[config.mk]
export PLATFORM = sky130hd
export DESIGN_NAME = pc_stack_unit_flat
export DESIGN_NICKNAME = d
export VERILOG_FILES = /design/src/rtl/pc_stack_unit_pkg.sv /design/src/rtl/pc_stack_unit_if.sv /design/src/rtl/pc_stack_unit_mem.sv /design/src/rtl/pc_stack_unit.sv /design/src/flat_wrapper.sv
export SDC_FILE = /design/constraint.sdc
export NUM_CORES = 1
export LEC_CHECK = 0
export ABC_CLOCK_PERIOD_IN_PS = 3250
export CAP_MARGIN = 30
export CELL_PAD_IN_SITES_DETAIL_PLACEMENT = 1
export CELL_PAD_IN_SITES_GLOBAL_PLACEMENT = 2
export CORE_UTILIZATION = 39
export CTS_CLUSTER_SIZE = 24
export DETAILED_ROUTE_END_ITERATION = 6
export PLACE_DENSITY_LB_ADDON = 0.1
export SETUP_SLACK_MARGIN = 0.1
export SLEW_MARGIN = 25
export SYNTH_ARGS = -nofsm -noshare
export SYNTH_HDL_FRONTEND = slang
export SYNTH_SLANG_ARGS = --single-unit
[constraint.sdc]
create_clock -name cp2 -period 3.25 [get_ports cp2]
set_input_delay 0.65 -clock cp2 [delete_from_list [all_inputs] [get_ports cp2]]
set_output_delay 0.65 -clock cp2 [all_outputs]
set_load 0.03 [all_outputs]
[src/rtl/pc_stack_unit_pkg.sv]
// Shared command codes and width helpers for the program-counter / return-stack unit.
package pc_stack_unit_pkg;

  typedef enum logic [2:0] {
    CMD_INC  = 3'd0,
    CMD_JMP  = 3'd1,
    CMD_JPG  = 3'd2,
    CMD_CALL = 3'd3,
    CMD_RET  = 3'd4,
    CMD_HOLD = 3'd5
  } cmd_e;

  // A one-entry ring still needs a one-bit pointer signal.
  function automatic int ptr_width(input int depth);
    return (depth > 1) ? $clog2(depth) : 1;
  endfunction

  function automatic int nib_width(input int addr_w);
    return (addr_w > 4) ? $clog2(addr_w / 4) : 1;
  endfunction

endpackage

[src/rtl/pc_stack_unit_if.sv]
// Command/status bundle between a sequencer (master) and pc_stack_unit (slave).
interface pc_stack_unit_if
  import pc_stack_unit_pkg::*;
#(
  parameter int ADDR_W = 12,
  parameter int DEPTH  = 7
);
  localparam int NIB_W = nib_width(ADDR_W);
  localparam int SP_W  = $clog2(DEPTH + 1);

  logic              cmd_valid;
  logic [2:0]        cmd;
  logic [ADDR_W-1:0] tgt;
  logic              clr_flags;
  logic [NIB_W-1:0]  nib_sel;
  logic [ADDR_W-1:0] pc;
  logic [3:0]        nib_out;
  logic [SP_W-1:0]   sp;
  logic              full;
  logic              empty;
  logic              ovf;
  logic              udf;

  modport master (
    output cmd_valid, cmd, tgt, clr_flags, nib_sel,
    input  pc, nib_out, sp, full, empty, ovf, udf
  );

  modport slave (
    input  cmd_valid, cmd, tgt, clr_flags, nib_sel,
    output pc, nib_out, sp, full, empty, ovf, udf
  );

endinterface

[src/rtl/pc_stack_unit_mem.sv]
// DEPTH x ADDR_W ring LIFO: a full push overwrites the oldest entry, an empty pop is ignored.
module pc_stack_mem
  import pc_stack_unit_pkg::*;
#(
  parameter int ADDR_W = 12,
  parameter int DEPTH  = 7,
  localparam int PTR_W = ptr_width(DEPTH),
  localparam int SP_W  = $clog2(DEPTH + 1)
) (
  input  logic              clk,
  input  logic              rst_n,
  input  logic              push,
  input  logic              pop,
  input  logic [ADDR_W-1:0] din,
  output logic [ADDR_W-1:0] dout,
  output logic [SP_W-1:0]   sp,
  output logic [PTR_W-1:0]  top
);

  logic [ADDR_W-1:0] mem [DEPTH];
  logic [PTR_W-1:0]  wr_ptr;

  // wr_ptr is the next free slot; when full it is also the oldest entry.
  assign top  = (wr_ptr == '0) ? PTR_W'(DEPTH - 1) : wr_ptr - 1'b1;
  assign dout = (sp == '0) ? '0 : mem[top];

  // NOTE: the stack must read as all-zero after reset, so the array is reset
  // explicitly; a RAM-style array without reset would power up undefined.
  always_ff @(posedge clk or negedge rst_n) begin
    if (!rst_n) begin
      wr_ptr <= '0;
      sp     <= '0;
      for (int i = 0; i < DEPTH; i++) mem[i] <= '0;
    end else if (push) begin
      mem[wr_ptr] <= din;
      wr_ptr      <= (wr_ptr == PTR_W'(DEPTH - 1)) ? '0 : wr_ptr + 1'b1;
      if (sp != SP_W'(DEPTH)) sp <= sp + 1'b1;
    end else if (pop && sp != '0) begin
      wr_ptr <= top;
      sp     <= sp - 1'b1;
    end
  end

endmodule

[src/rtl/pc_stack_unit.sv]
// Program counter with next-pc mux, return-address ring stack, sticky flags and nibble output.
module pc_stack_unit
  import pc_stack_unit_pkg::*;
#(
  parameter int ADDR_W = 12,
  parameter int DEPTH  = 7,
  parameter int PAGE_W = 8
) (
  input  logic             cp2,
  input  logic             reset,
  pc_stack_unit_if.slave   bus
);

  localparam int NIB_W = nib_width(ADDR_W);
  localparam int PTR_W = ptr_width(DEPTH);
  localparam int SP_W  = $clog2(DEPTH + 1);

  logic [ADDR_W-1:0] pc_q, next_pc, top_entry;
  logic [3:0]        nib_q, nib_next;
  logic [SP_W-1:0]   sp;
  logic [PTR_W-1:0]  top_ptr;
  logic              ovf_q, udf_q, push, pop, set_ovf, set_udf, full, empty;

  assign full  = (sp == SP_W'(DEPTH));
  assign empty = (sp == '0);

  pc_stack_mem #(.ADDR_W(ADDR_W), .DEPTH(DEPTH)) u_mem (
    .clk   (cp2),
    .rst_n (reset),
    .push  (push),
    .pop   (pop),
    .din   (pc_q),
    .dout  (top_entry),
    .sp    (sp),
    .top   (top_ptr)
  );

  // NOTE: every output of this block gets a default first; a path that left
  // one unassigned would infer a latch.
  always_comb begin
    next_pc = pc_q;
    push    = 1'b0;
    pop     = 1'b0;
    set_ovf = 1'b0;
    set_udf = 1'b0;
    if (bus.cmd_valid) begin
      case (bus.cmd)
        CMD_INC:  next_pc = pc_q + ADDR_W'(1);
        CMD_JMP:  next_pc = bus.tgt;
        CMD_JPG:  next_pc = {pc_q[ADDR_W-1:PAGE_W], bus.tgt[PAGE_W-1:0]};
        CMD_CALL: begin
          push    = 1'b1;
          next_pc = bus.tgt;
          set_ovf = full;
        end
        CMD_RET: begin
          // An empty stack reads as zero, so an underflowing return lands at 0.
          pop     = 1'b1;
          next_pc = top_entry;
          set_udf = empty;
        end
        default: ;
      endcase
    end
  end

  // Out-of-range nibble indices match no iteration and leave the zero default.
  always_comb begin
    nib_next = '0;
    for (int i = 0; i < ADDR_W / 4; i++) begin
      if (bus.nib_sel == NIB_W'(i)) nib_next = next_pc[4*i +: 4];
    end
  end

  // NOTE: registers are written with non-blocking assignments so every
  // flop samples pre-edge values regardless of statement order.
  always_ff @(posedge cp2 or negedge reset) begin
    if (!reset) begin
      pc_q  <= '0;
      nib_q <= '0;
      ovf_q <= 1'b0;
      udf_q <= 1'b0;
    end else begin
      pc_q  <= next_pc;
      nib_q <= nib_next;
      ovf_q <= (ovf_q & ~bus.clr_flags) | set_ovf;
      udf_q <= (udf_q & ~bus.clr_flags) | set_udf;
    end
  end

  assign bus.pc      = pc_q;
  assign bus.nib_out = nib_q;
  assign bus.sp      = sp;
  assign bus.full    = full;
  assign bus.empty   = empty;
  assign bus.ovf     = ovf_q;
  assign bus.udf     = udf_q;

endmodule
[src/flat_wrapper.sv]
// flat-port wrapper written by rule: the top's interface ports become plain ports
module pc_stack_unit_flat import pc_stack_unit_pkg::*;
#(
  parameter int ADDR_W = 12,
  parameter int DEPTH  = 7,
  parameter int PAGE_W = 8
)
  (cp2, reset, bus_cmd_valid, bus_cmd, bus_tgt, bus_clr_flags, bus_nib_sel, bus_pc, bus_nib_out, bus_sp, bus_full, bus_empty, bus_ovf, bus_udf);
  pc_stack_unit_if #(.ADDR_W(ADDR_W), .DEPTH(DEPTH)) bus_i ();
  input  logic cp2;
  input  logic reset;
  input wire logic [$bits(bus_i.cmd_valid)-1:0] bus_cmd_valid;
  input wire logic [$bits(bus_i.cmd)-1:0] bus_cmd;
  input wire logic [$bits(bus_i.tgt)-1:0] bus_tgt;
  input wire logic [$bits(bus_i.clr_flags)-1:0] bus_clr_flags;
  input wire logic [$bits(bus_i.nib_sel)-1:0] bus_nib_sel;
  output wire logic [$bits(bus_i.pc)-1:0] bus_pc;
  output wire logic [$bits(bus_i.nib_out)-1:0] bus_nib_out;
  output wire logic [$bits(bus_i.sp)-1:0] bus_sp;
  output wire logic [$bits(bus_i.full)-1:0] bus_full;
  output wire logic [$bits(bus_i.empty)-1:0] bus_empty;
  output wire logic [$bits(bus_i.ovf)-1:0] bus_ovf;
  output wire logic [$bits(bus_i.udf)-1:0] bus_udf;
  assign bus_i.cmd_valid = bus_cmd_valid;
  assign bus_i.cmd = bus_cmd;
  assign bus_i.tgt = bus_tgt;
  assign bus_i.clr_flags = bus_clr_flags;
  assign bus_i.nib_sel = bus_nib_sel;
  assign bus_pc = bus_i.pc;
  assign bus_nib_out = bus_i.nib_out;
  assign bus_sp = bus_i.sp;
  assign bus_full = bus_i.full;
  assign bus_empty = bus_i.empty;
  assign bus_ovf = bus_i.ovf;
  assign bus_udf = bus_i.udf;
  pc_stack_unit #(.ADDR_W(ADDR_W), .DEPTH(DEPTH), .PAGE_W(PAGE_W)) u_core (.cp2(cp2), .reset(reset), .bus(bus_i));
endmodule
# After elaboration in Yosys (flattened, before gate mapping)
# Index checks and enable logic that the tools add are counted.
# totals
out_inout_bits	23
ff_bits	108
# classes
n_mux	27
n_bitwise	7
n_eq_ne	10
n_lt_le_gt_ge	3
n_reduce_logical	10
addsub	5
# ops
cell	n
bitwise mux 84 bit	1
2-to-1 mux 12 bit	5
case mux 12 bit (4 select lines)	1
binary-select mux 12 bit (select 3 bit)	1
demux 12 bit (select 3 bit)	1
2-to-1 mux 3 bit	7
adder 12 x 1 -> 12 bit (second input constant)	1
2-to-1 mux 4 bit	3
equality test 3 bit (second input constant)	3
zero test 3 bit	3
greater-or-equal comparator 4 bit (second input constant)	2
2-to-1 mux 1 bit	8
NOT 3 -> 4 bit	2
adder 3 x 1 -> 3 bit (second input constant)	2
equality test 3 x 2 -> 1 bit (second input constant)	2
subtractor 3 x 1 -> 3 bit (second input constant)	2
less-than comparator 4 x 1 -> 1 bit (second input constant)	1
equality test 3 x 1 -> 1 bit (second input constant)	1
inequality test 3 bit (second input constant)	1
nonzero test 3 bit	1
bitwise AND 1 bit	2
equality test 2 x 1 -> 1 bit (second input constant)	1
equality test 2 bit (second input constant)	1
logical AND 1 bit	2
7 further kinds	8

# Depth between registers and ports, before layout
# Gate-level depths: netlist (run 1).
# depth
word_depth	12
depth_mapped	12

# Cells and area by module
# Synthesis (run 1) repeated with hierarchy kept, for this count alone.
# hier_totals
cells_unflattened	550
hier_area_um2	5977.0
# by_module_without_submodules
module	instances	area_per_inst_um2	seq_area_each_um2	cells_each
pc_stack_mem	1	4723.3	2252.2	400
pc_stack_unit	1	1253.7	450.4	150

# Worst setup path before layout (run 1)
# Ideal clock, no wire load.
# synth_path
path_type	register to register
start	reg u_core.u_mem.wr_ptr[0]
end	reg u_core.nib_q[0] (netlist: u_core.bus.nib_out[0])
required_ns	3.120
n_path_buf	3
setup_slack_ns	0.400
t_arrival_ns	2.720
period_less_slack_ns	2.850
path_stages_with_launch	12
cell_sequence	dfrtp_1 > buf_6 > inv_2 > clkbuf_1 > ha_1 > buf_2 > mux2_2 > a221oi_1 > a311oi_1 > a2111o_1 > a22oi_1 > o21ai_0
# synth_between
elab_cells_between_ends	13
cone_classes	add/sub: 1; mux: 10; bitwise: 1; reduce/logical: 1
# synth_rtl
element	line	source
start, declared	pc_stack_unit_mem.sv:21	logic [PTR_W-1:0] wr_ptr;
start signal, assigned	pc_stack_unit_mem.sv:36	wr_ptr <= (wr_ptr == PTR_W'(DEPTH - 1)) ? '0 : wr_ptr + 1'b1;
start signal, assigned	pc_stack_unit_mem.sv:39	wr_ptr <= top;
subtractor 3 x 1 -> 3 bit / zero test 3 bit (equally long branches)	pc_stack_unit_mem.sv:24	assign top = (wr_ptr == '0) ? PTR_W'(DEPTH - 1) : wr_ptr - 1'b1;
2-to-1 mux 3 bit *	pc_stack_unit_mem.sv:24	
NOT 3 -> 4 bit (implied by the code) *	pc_stack_unit_mem.sv:25	assign dout = (sp == '0) ? '0 : mem[top];
binary-select mux 12 bit (select 3 bit) *	pc_stack_unit_mem.sv:25	
2-to-1 mux 12 bit (implied by the code) * (2 in series)	pc_stack_unit_mem.sv:25	
2-to-1 mux 12 bit *	pc_stack_unit_mem.sv:25	
case mux 12 bit (4 select lines) *	pc_stack_unit.sv:47	case (bus.cmd)
2-to-1 mux 12 bit *	pc_stack_unit.sv:46	if (bus.cmd_valid) begin
named net u_core.next_pc[4]	pc_stack_unit.sv:18	logic [ADDR_W-1:0] pc_q, next_pc, top_entry;
2-to-1 mux 4 bit * (2 in series)	pc_stack_unit.sv:71	if (bus.nib_sel == NIB_W'(i)) nib_next = next_pc[4*i +: 4];
named net u_core.nib_next[0]	pc_stack_unit.sv:19	logic [3:0] nib_q, nib_next;
end signal, assigned	pc_stack_unit.sv:85	nib_q <= nib_next;
end, declared	pc_stack_unit.sv:19	
# Mark *: on every way through the listed nets, which the timed path passes. The rest lies on a longest branch. The select of a mux whose other input is x is not followed.
# A chain may end at the register's enable or synchronous reset.

# Final worst setup path (run 1)
# layout_path
start	reg u_core.u_mem.wr_ptr[1]
end	reg u_core.nib_q[0] (netlist: u_core.bus.nib_out[0])
# The elaborated chain is that of the path after synthesis.

==> results.yml, run 1 <==
outcome:
  outcome: "complete, no violations"
pwr:
  power_leakage_nw: 3.14
  total_switching_power_mw: 2.72
  power.share.switching: 0.428
  seq_power_share: 0.352
  p_int_mw: 3.62
  power_frac_clock: 0.182
  power.combinational.fraction: 0.466
  worst_ir_drop_vdd_v: 0.000589
  p_total_mw: 6.34
  power_density_nw_per_um2: 884
timing:
  rsz0062_at_grt: "false"
  final_period_minus_worst_setup_slack_ns: 2.82
  clock_skew_ns: 0.0107
  worst_hold_slack_ns: 0.298
  final.setup.tns_ns: 0
  timing.final.setup_violations: 0
  achievable-frequency_mhz: 355
  min_period_over_period: 0.866
  report.final.slew_viol_count: 0
  worst_pin_slew_ns: 0.790
  final-hold-violation-count: 0
  max-slew-margin-rel: 0.474
logic_synthesis:
  synth_top_family_by_area: "multiplexers"
  synthesis.area_per_instance_um2: 10.5
  synth.yosys.warnings: 0
  yosysUniqueCellTypes: 75
  synth_cells: 585
  netlist_area_um2: 6130
  synth_edf_count: 0
  ffs_w_async_s_r_synth: 1.00
  synth-seq-cells: 108
  synth_sequential_area_ratio: 0.441
  synth.area.mux_share: 0.172
  syn-num-nets: 613
  synth_area_in_simple_gates: 0.140
  synth_area_in_compound_gates: 0.169
  synth_xor_xnor_area_share: 0.00571
  synth_flop_cell: "dfrtp_1"
  synth_adder_area_share: 0.0155
cts:
  cts_tree: "done"
  tritoncts_num_sinks: 108
  cts_inserted_buffers: 9
  cts_resized: 0
  clkSlewWorstSetupHoldPaths_ns: 0.08
  clock_insertion_delay_worst_skew_ns: 0.37
  cts-hold-fix-buffers: 0
  post-cts-setup-buffers: 0
  clock_tree_buffer_depth: 2
  h_tree_depth: 3
  ctsRootBufferMaster: "clkbuf_16"
place:
  gp_routability_congestion: 0.884
  port_buffers: 43
  post-dp-hpwl_um: 14700
floorplanning:
  io_pins: 44
  initial_utilization: 0.402
  die_area_um2: 16200
  fp-row-count: 45
  die_boundary_height_um: 127
  die_w_um: 127
  floorplan.core_area_um2: 15300
critical_path:
  critPathKind: "reg -> reg"
  crit_family: "compound AO/OA/AOI/OAI gates"
  regToRegStartpoint: "u_core.u_mem.wr_ptr[1]"
  crit_path_cell_trace: "inv_1 -> ha_2 -> mux2_2 -> a221oi_1 -> a311oi_1 -> buf_4 -> a2111o_1 -> a22oi_1 -> o21ai_0"
  worst_reg2reg_path_depth: 9
  cp_slowest_cell: "ha_2"
  cp_num_buf_inv: 2
  timing.critical_path.from_type: "flip-flop"
  critical_path.reg2reg.endpoint: "u_core.bus.nib_out[0]"
  worstPathMaxFanout: 14
  cp.arrival_ns: 3.05
  reg2reg_setup_slack_ns: 0.43
  timing.critical_path.slowest_cell_delay_ns: 0.43
  worstSetupEndpointType: "flip-flop"
  worstPathRequired_ns: 3.48
detailed_routing:
  initialDrtViolationCount: 302
  drt-pass1-iter-count: 5
  drt-vias-per-instance: 5.88
  count_of_vias_placed_by_the_detailed_router: 4975
  drc_errors: 0
  antenna_left: 0
  post_dr_wirelength_cell_um: 24.3
  final_wirelength_um: 20500
grt:
  grt_pass1_wl_um: 32300
  globalRouteOverflowTotal: 0
  maximum_number_of_pins_on_one_net_before_global_route_repair: 63
  initial_antenna_violation_count: 0
  grt_pass1_vias: 5324
  grtUsageTotal: 0.271
finish:
  mostFrequentLayoutCell: "dfrtp_1"
  filler_cell_count_in_the_final_layout: 1640
  multi_input_comb_area_um2: 3100
  final_layout_size_suffix_gt1_frac: 0.263
  layout.area.seq_um2: 2700
  layout-area-overhead-vs-synth_pct: 17.0
  final_net_count: 658
  n_antenna_cell: 0
  most_used_cells_in_the_layout_excluding_fill_and_tap_cells: "107 x dfrtp_1, 85 x mux2_2, 61 x nand2_1"
min_path:
  hold_class: "in -> async"
job:
  max_cap_violations: 0
-- per-layer routing --
layer	GRT usage	share of wire	wire, um
met1	0.356	0.44	8930
met5	0	0	0
met2	0.451	0.50	10200
met3	0.0448	0.043	884
met4	0.0966	0.025	514
-- flip-flops by register name, indices dropped and copies added (netlist names) --
register	cells
u_core.u_mem.mem	84
u_core.bus.pc	12
u_core.bus.nib_out	4
u_core.u_mem.sp	3
u_core.u_mem.wr_ptr	3
u_core.bus.ovf	1
u_core.bus.udf	1
-- per-stage QoR --
stage | util | cell area (um^2) | worst slack [ns] | std cells
6_report | 0.470 | 7170 | 0.434 | 846
3_5_place_dp | 0.450 | 6860 | 0.283 | 830
3_3_place_gp | 0.450 | 6860 | 0.250 | 830
4_1_cts | 0.470 | 7170 | 0.323 | 846
2_1_floorplan | - | 6130 | 0.400 | 585
5_1_grt | 0.470 | 7170 | 0.227 | 846
-- kinds of logic (layout without fill, tap and decap cells) --
group                    count (synthesis)  after routing
flip-flops                             108            108
AO/OA/AOI/OAI                          143            143
buffers and inverters                   63            113
XOR/XNOR                                 4              4
multiplexers                            95             95
AND/OR/NAND/NOR                        165            165
adder cells (fa/ha/maj)                  7              7
-- synthesized netlist by cell type (7+ instances only) --
cell type  count  share of area
dfrtp_1      108           0.44
mux2_2        85           0.16
nand2_1       61          0.037
o21ai_0       33          0.027
clkbuf_1      25          0.015
nor2_1        21          0.013
a21oi_1       18          0.015
inv_1         12         0.0073
nor2b_1       12          0.012
buf_2         11         0.0090
nand3_1       11         0.0090
mux2i_1       10          0.016
a221oi_1       9          0.013
and2_1         7         0.0071
clkbuf_8       7          0.016
-- power by group through the flow --
stage               Sequential (mW)  Combinational [mW]  Clock, mW
floorplan                      2.14                1.96          0
global placement               2.22                2.88          0
detailed placement             2.25                2.93          0
CTS                            2.23                2.95       1.18
global route                   2.29                3.19       1.24
finish                         2.23                2.96       1.16
-- how the worst max path moves through the flow --
stage,from,to,slack (ns),depth (start not counted)
CTS,u_core.u_mem.wr_ptr[1],u_core.bus.nib_out[0],0.32,9
global placement,bus_cmd[0],u_core.bus.nib_out[0],0.25,8
global route,u_core.u_mem.wr_ptr[1],u_core.bus.nib_out[0],0.23,9
finish,u_core.u_mem.wr_ptr[1],u_core.bus.nib_out[0],0.43,9
floorplan,u_core.u_mem.wr_ptr[0],u_core.bus.nib_out[0],0.40,11
detailed placement,bus_cmd[1],u_core.bus.nib_out[0],0.28,8
-- final cells by class --
class,count,area share
tap,211,0.0368
timing repair buffer,83,0.103
clock buffer,10,0.0333
inverter,14,0.00733
clock inverter,6,0.00960
multi-input combinational,414,0.433
sequential,108,0.377
-- worst reg2reg max path: cells and delay by family, from the launching register on --
family / cells / cell delay [ns]
fa+ha+maj: 1 / 0.43
compound gates: 5 / 1.11
mux: 1 / 0.37
flops: 1 / 0.38
buf+inv: 2 / 0.39
Power figures use the tool's default switching activity.
==> run 2: changes to the inputs <==
==> constraint.sdc (replaced) <==
create_clock -name cp2 -period 3.25 [get_ports cp2]
set_input_delay 0.325 -clock cp2 [delete_from_list [all_inputs] [get_ports cp2]]
set_output_delay 0.325 -clock cp2 [all_outputs]
set_load 0.03 [all_outputs]
==> run 2 against run 1 <==
Wire length fell by 2.6%. Count of clock-buffer cells in the layout stayed put. Highest routed layer unchanged. Total power down 1.7%. Worst hold slack got worse by 0.26 ns. Via count fell by 1.5%. Largest cell class unchanged.
==> results.yml, run 2 (synthesis gave the netlist of run 1 again) <==
outcome:
  outcome: "complete, no violations"
finish:
  final_layout_size_suffix_gt1_frac: 0.250
  mostFrequentLayoutCell: "dfrtp_1"
  final_net_count: 648
  finalNonFillerCells: 836
  largest_reg_flops: 84
  n_antenna_cell: 0
  layout-area-overhead-vs-synth_pct: 15.8
  most_used_cells_in_the_layout_excluding_fill_and_tap_cells: "107 x dfrtp_1, 85 x mux2_2, 61 x nand2_1"
  finalCoreUtilization: 0.465
  filler_cell_count_in_the_final_layout: 1677
  largest-register: "u_core.u_mem.mem"
place:
  post-dp-hpwl_um: 14500
  port_buffers: 43
  dp.cells: 820
  gp_routability_congestion: 0.833
critical_path:
  cp_slowest_cell: "dfrtp_1"
  reg2reg_setup_slack_ns: 0.24
  timing.critical_path.from_type: "flip-flop"
  timing.critical_path.slowest_cell_delay_ns: 0.46
  crit_family: "compound AO/OA/AOI/OAI gates"
  worstSetupEndpointType: "flip-flop"
  cp_num_buf_inv: 2
  worstPathRequired_ns: 3.48
  cp.arrival_ns: 3.24
  worst_path_most_repeated_cell: "nand2_1"
  critPathKind: "reg -> reg"
  worstPathMaxFanout: 16
  crit_path_cell_trace: "inv_1 -> ha_1 -> buf_4 -> nand2_1 -> nand2_1 -> a211oi_1 -> a2111o_1 -> a22oi_1 -> o21ai_0"
cts:
  clkSlewWorstSetupHoldPaths_ns: 0.08
  clock_insertion_delay_worst_skew_ns: 0.36
  post-cts-setup-buffers: 0
  cts_inserted_buffers: 9
  cts_tree: "done"
  clock_tree_buffer_depth: 2
  tritoncts_num_sinks: 108
  h_tree_depth: 3
  ctsRootBufferMaster: "clkbuf_16"
floorplanning:
  initial_utilization: 0.402
  die_boundary_height_um: 127
  fp-row-count: 45
  io_pins: 44
  die_area_um2: 16200
  die_w_um: 127
  floorplan.core_area_um2: 15300
timing:
  achievable-frequency_mhz: 332
  final.setup.tns_ns: 0
  final_period_minus_worst_setup_slack_ns: 3.01
  min_period_over_period: 0.926
  timing.final.setup_violations: 0
  worst_pin_slew_ns: 0.848
  rsz0062_at_grt: "true"
  report.final.slew_viol_count: 0
  final-hold-violation-count: 0
  clock_skew_ns: 0.0107
  max-slew-margin-rel: 0.435
detailed_routing:
  post_dr_wirelength_cell_um: 23.9
  antenna_left: 0
  highest-signal-layer: "met4"
  drc_errors: 0
  drt-pass1-iter-count: 5
  route.met2.wl_um: 9800
  met3RoutedLength_um: 746
  drt-vias-per-instance: 5.86
  final_wirelength_um: 20000
  initialDrtViolationCount: 299
  count_of_vias_placed_by_the_detailed_router: 4902
  wl_met1_um: 9050
pwr:
  power_leakage_nw: 3.10
  power.combinational.fraction: 0.452
  total_switching_power_mw: 2.67
  seq_power_share: 0.361
  worst_ir_drop_vdd_v: 0.000399
  power_frac_clock: 0.187
  p_int_mw: 3.56
  power_density_nw_per_um2: 878
  power.share.switching: 0.428
grt:
  maximum_number_of_pins_on_one_net_before_global_route_repair: 63
  initial_antenna_violation_count: 0
  grt_pass1_wl_um: 31000
  grtUsageTotal: 0.259
  grt_pass1_vias: 5101
  globalRouteOverflowTotal: 0
min_path:
  hold_class: "in -> async"
job:
  max_cap_violations: 0
## run 2: routing by layer
| metal | vias up | GRT usage |
|---|---|---|
| met4 | 0 | 0.0812 |
| met1 | 2569 | 0.347 |
| met3 | 25 | 0.0402 |
| met2 | 85 | 0.428 |
| met5 | - | 0 |
| li1 | 2223 | - |
## run 2: area by class of cell
type	count	area, um^2	share of cell area
Multi-Input combinational cell	414	3100	0.437
Sequential cell	108	2700	0.381
Timing Repair Buffer	73	666	0.0938
Tap cell	211	264	0.0372
Clock buffer	10	229	0.0323
Clock inverter	6	78.8	0.0111
Inverter	14	52.6	0.00740
## run 2: worst reg2reg max path: stages (launching register included)
cell	delay, ns
dfrtp_1	0.46
inv_1	0.27
ha_1	0.24
buf_4	0.21
nand2_1	0.34
nand2_1	0.39
a211oi_1	0.14
a2111o_1	0.42
a22oi_1	0.27
o21ai_0	0.14
## run 2: final timing paths
check	startpoint	to	cells after the start
min in group cp2	u_core.u_mem.mem[15]	u_core.u_mem.mem[15]	2
hold reg to reg	u_core.u_mem.mem[15]	u_core.u_mem.mem[15]	2
setup / recovery	u_core.u_mem.wr_ptr[1]	u_core.bus.nib_out[0]	9
max in group asynchronous	reset	u_core.u_mem.mem[48]	2
setup reg to reg	u_core.u_mem.wr_ptr[1]	u_core.bus.nib_out[0]	9
hold / removal	reset	u_core.bus.udf	1
## run 2: power by group through the flow
stage	Sequential [mW]	Combinational (mW)	Clock, mW
final	2.25	2.82	1.17
after global routing	2.31	3.03	1.23
after detailed placement	2.26	2.78	0
after floorplan	2.14	1.96	0
after CTS	2.24	2.81	1.19
after global placement	2.23	2.72	0
## run 2: per-stage QoR
stage	hold WS (ns)	total power, mW	setup WS, ns	instance area (um^2)
final	0.0410	6.23	0.240	7100
after global routing	0.0927	6.57	0.0971	7100
after CTS	0.0645	6.24	0.265	7090
after detailed placement	0.449	5.04	0.287	6790
after global placement	0.437	4.95	0.393	6790
after floorplan	0.0294	4.10	0.400	6130
## run 2: timing repair
action / in CTS / in global routing
resized for setup: 0 / 1
endpoints found under the setup margin: 0 / 1
hold endpoints to repair: 0 / 0
hold buffers: 0 / 0
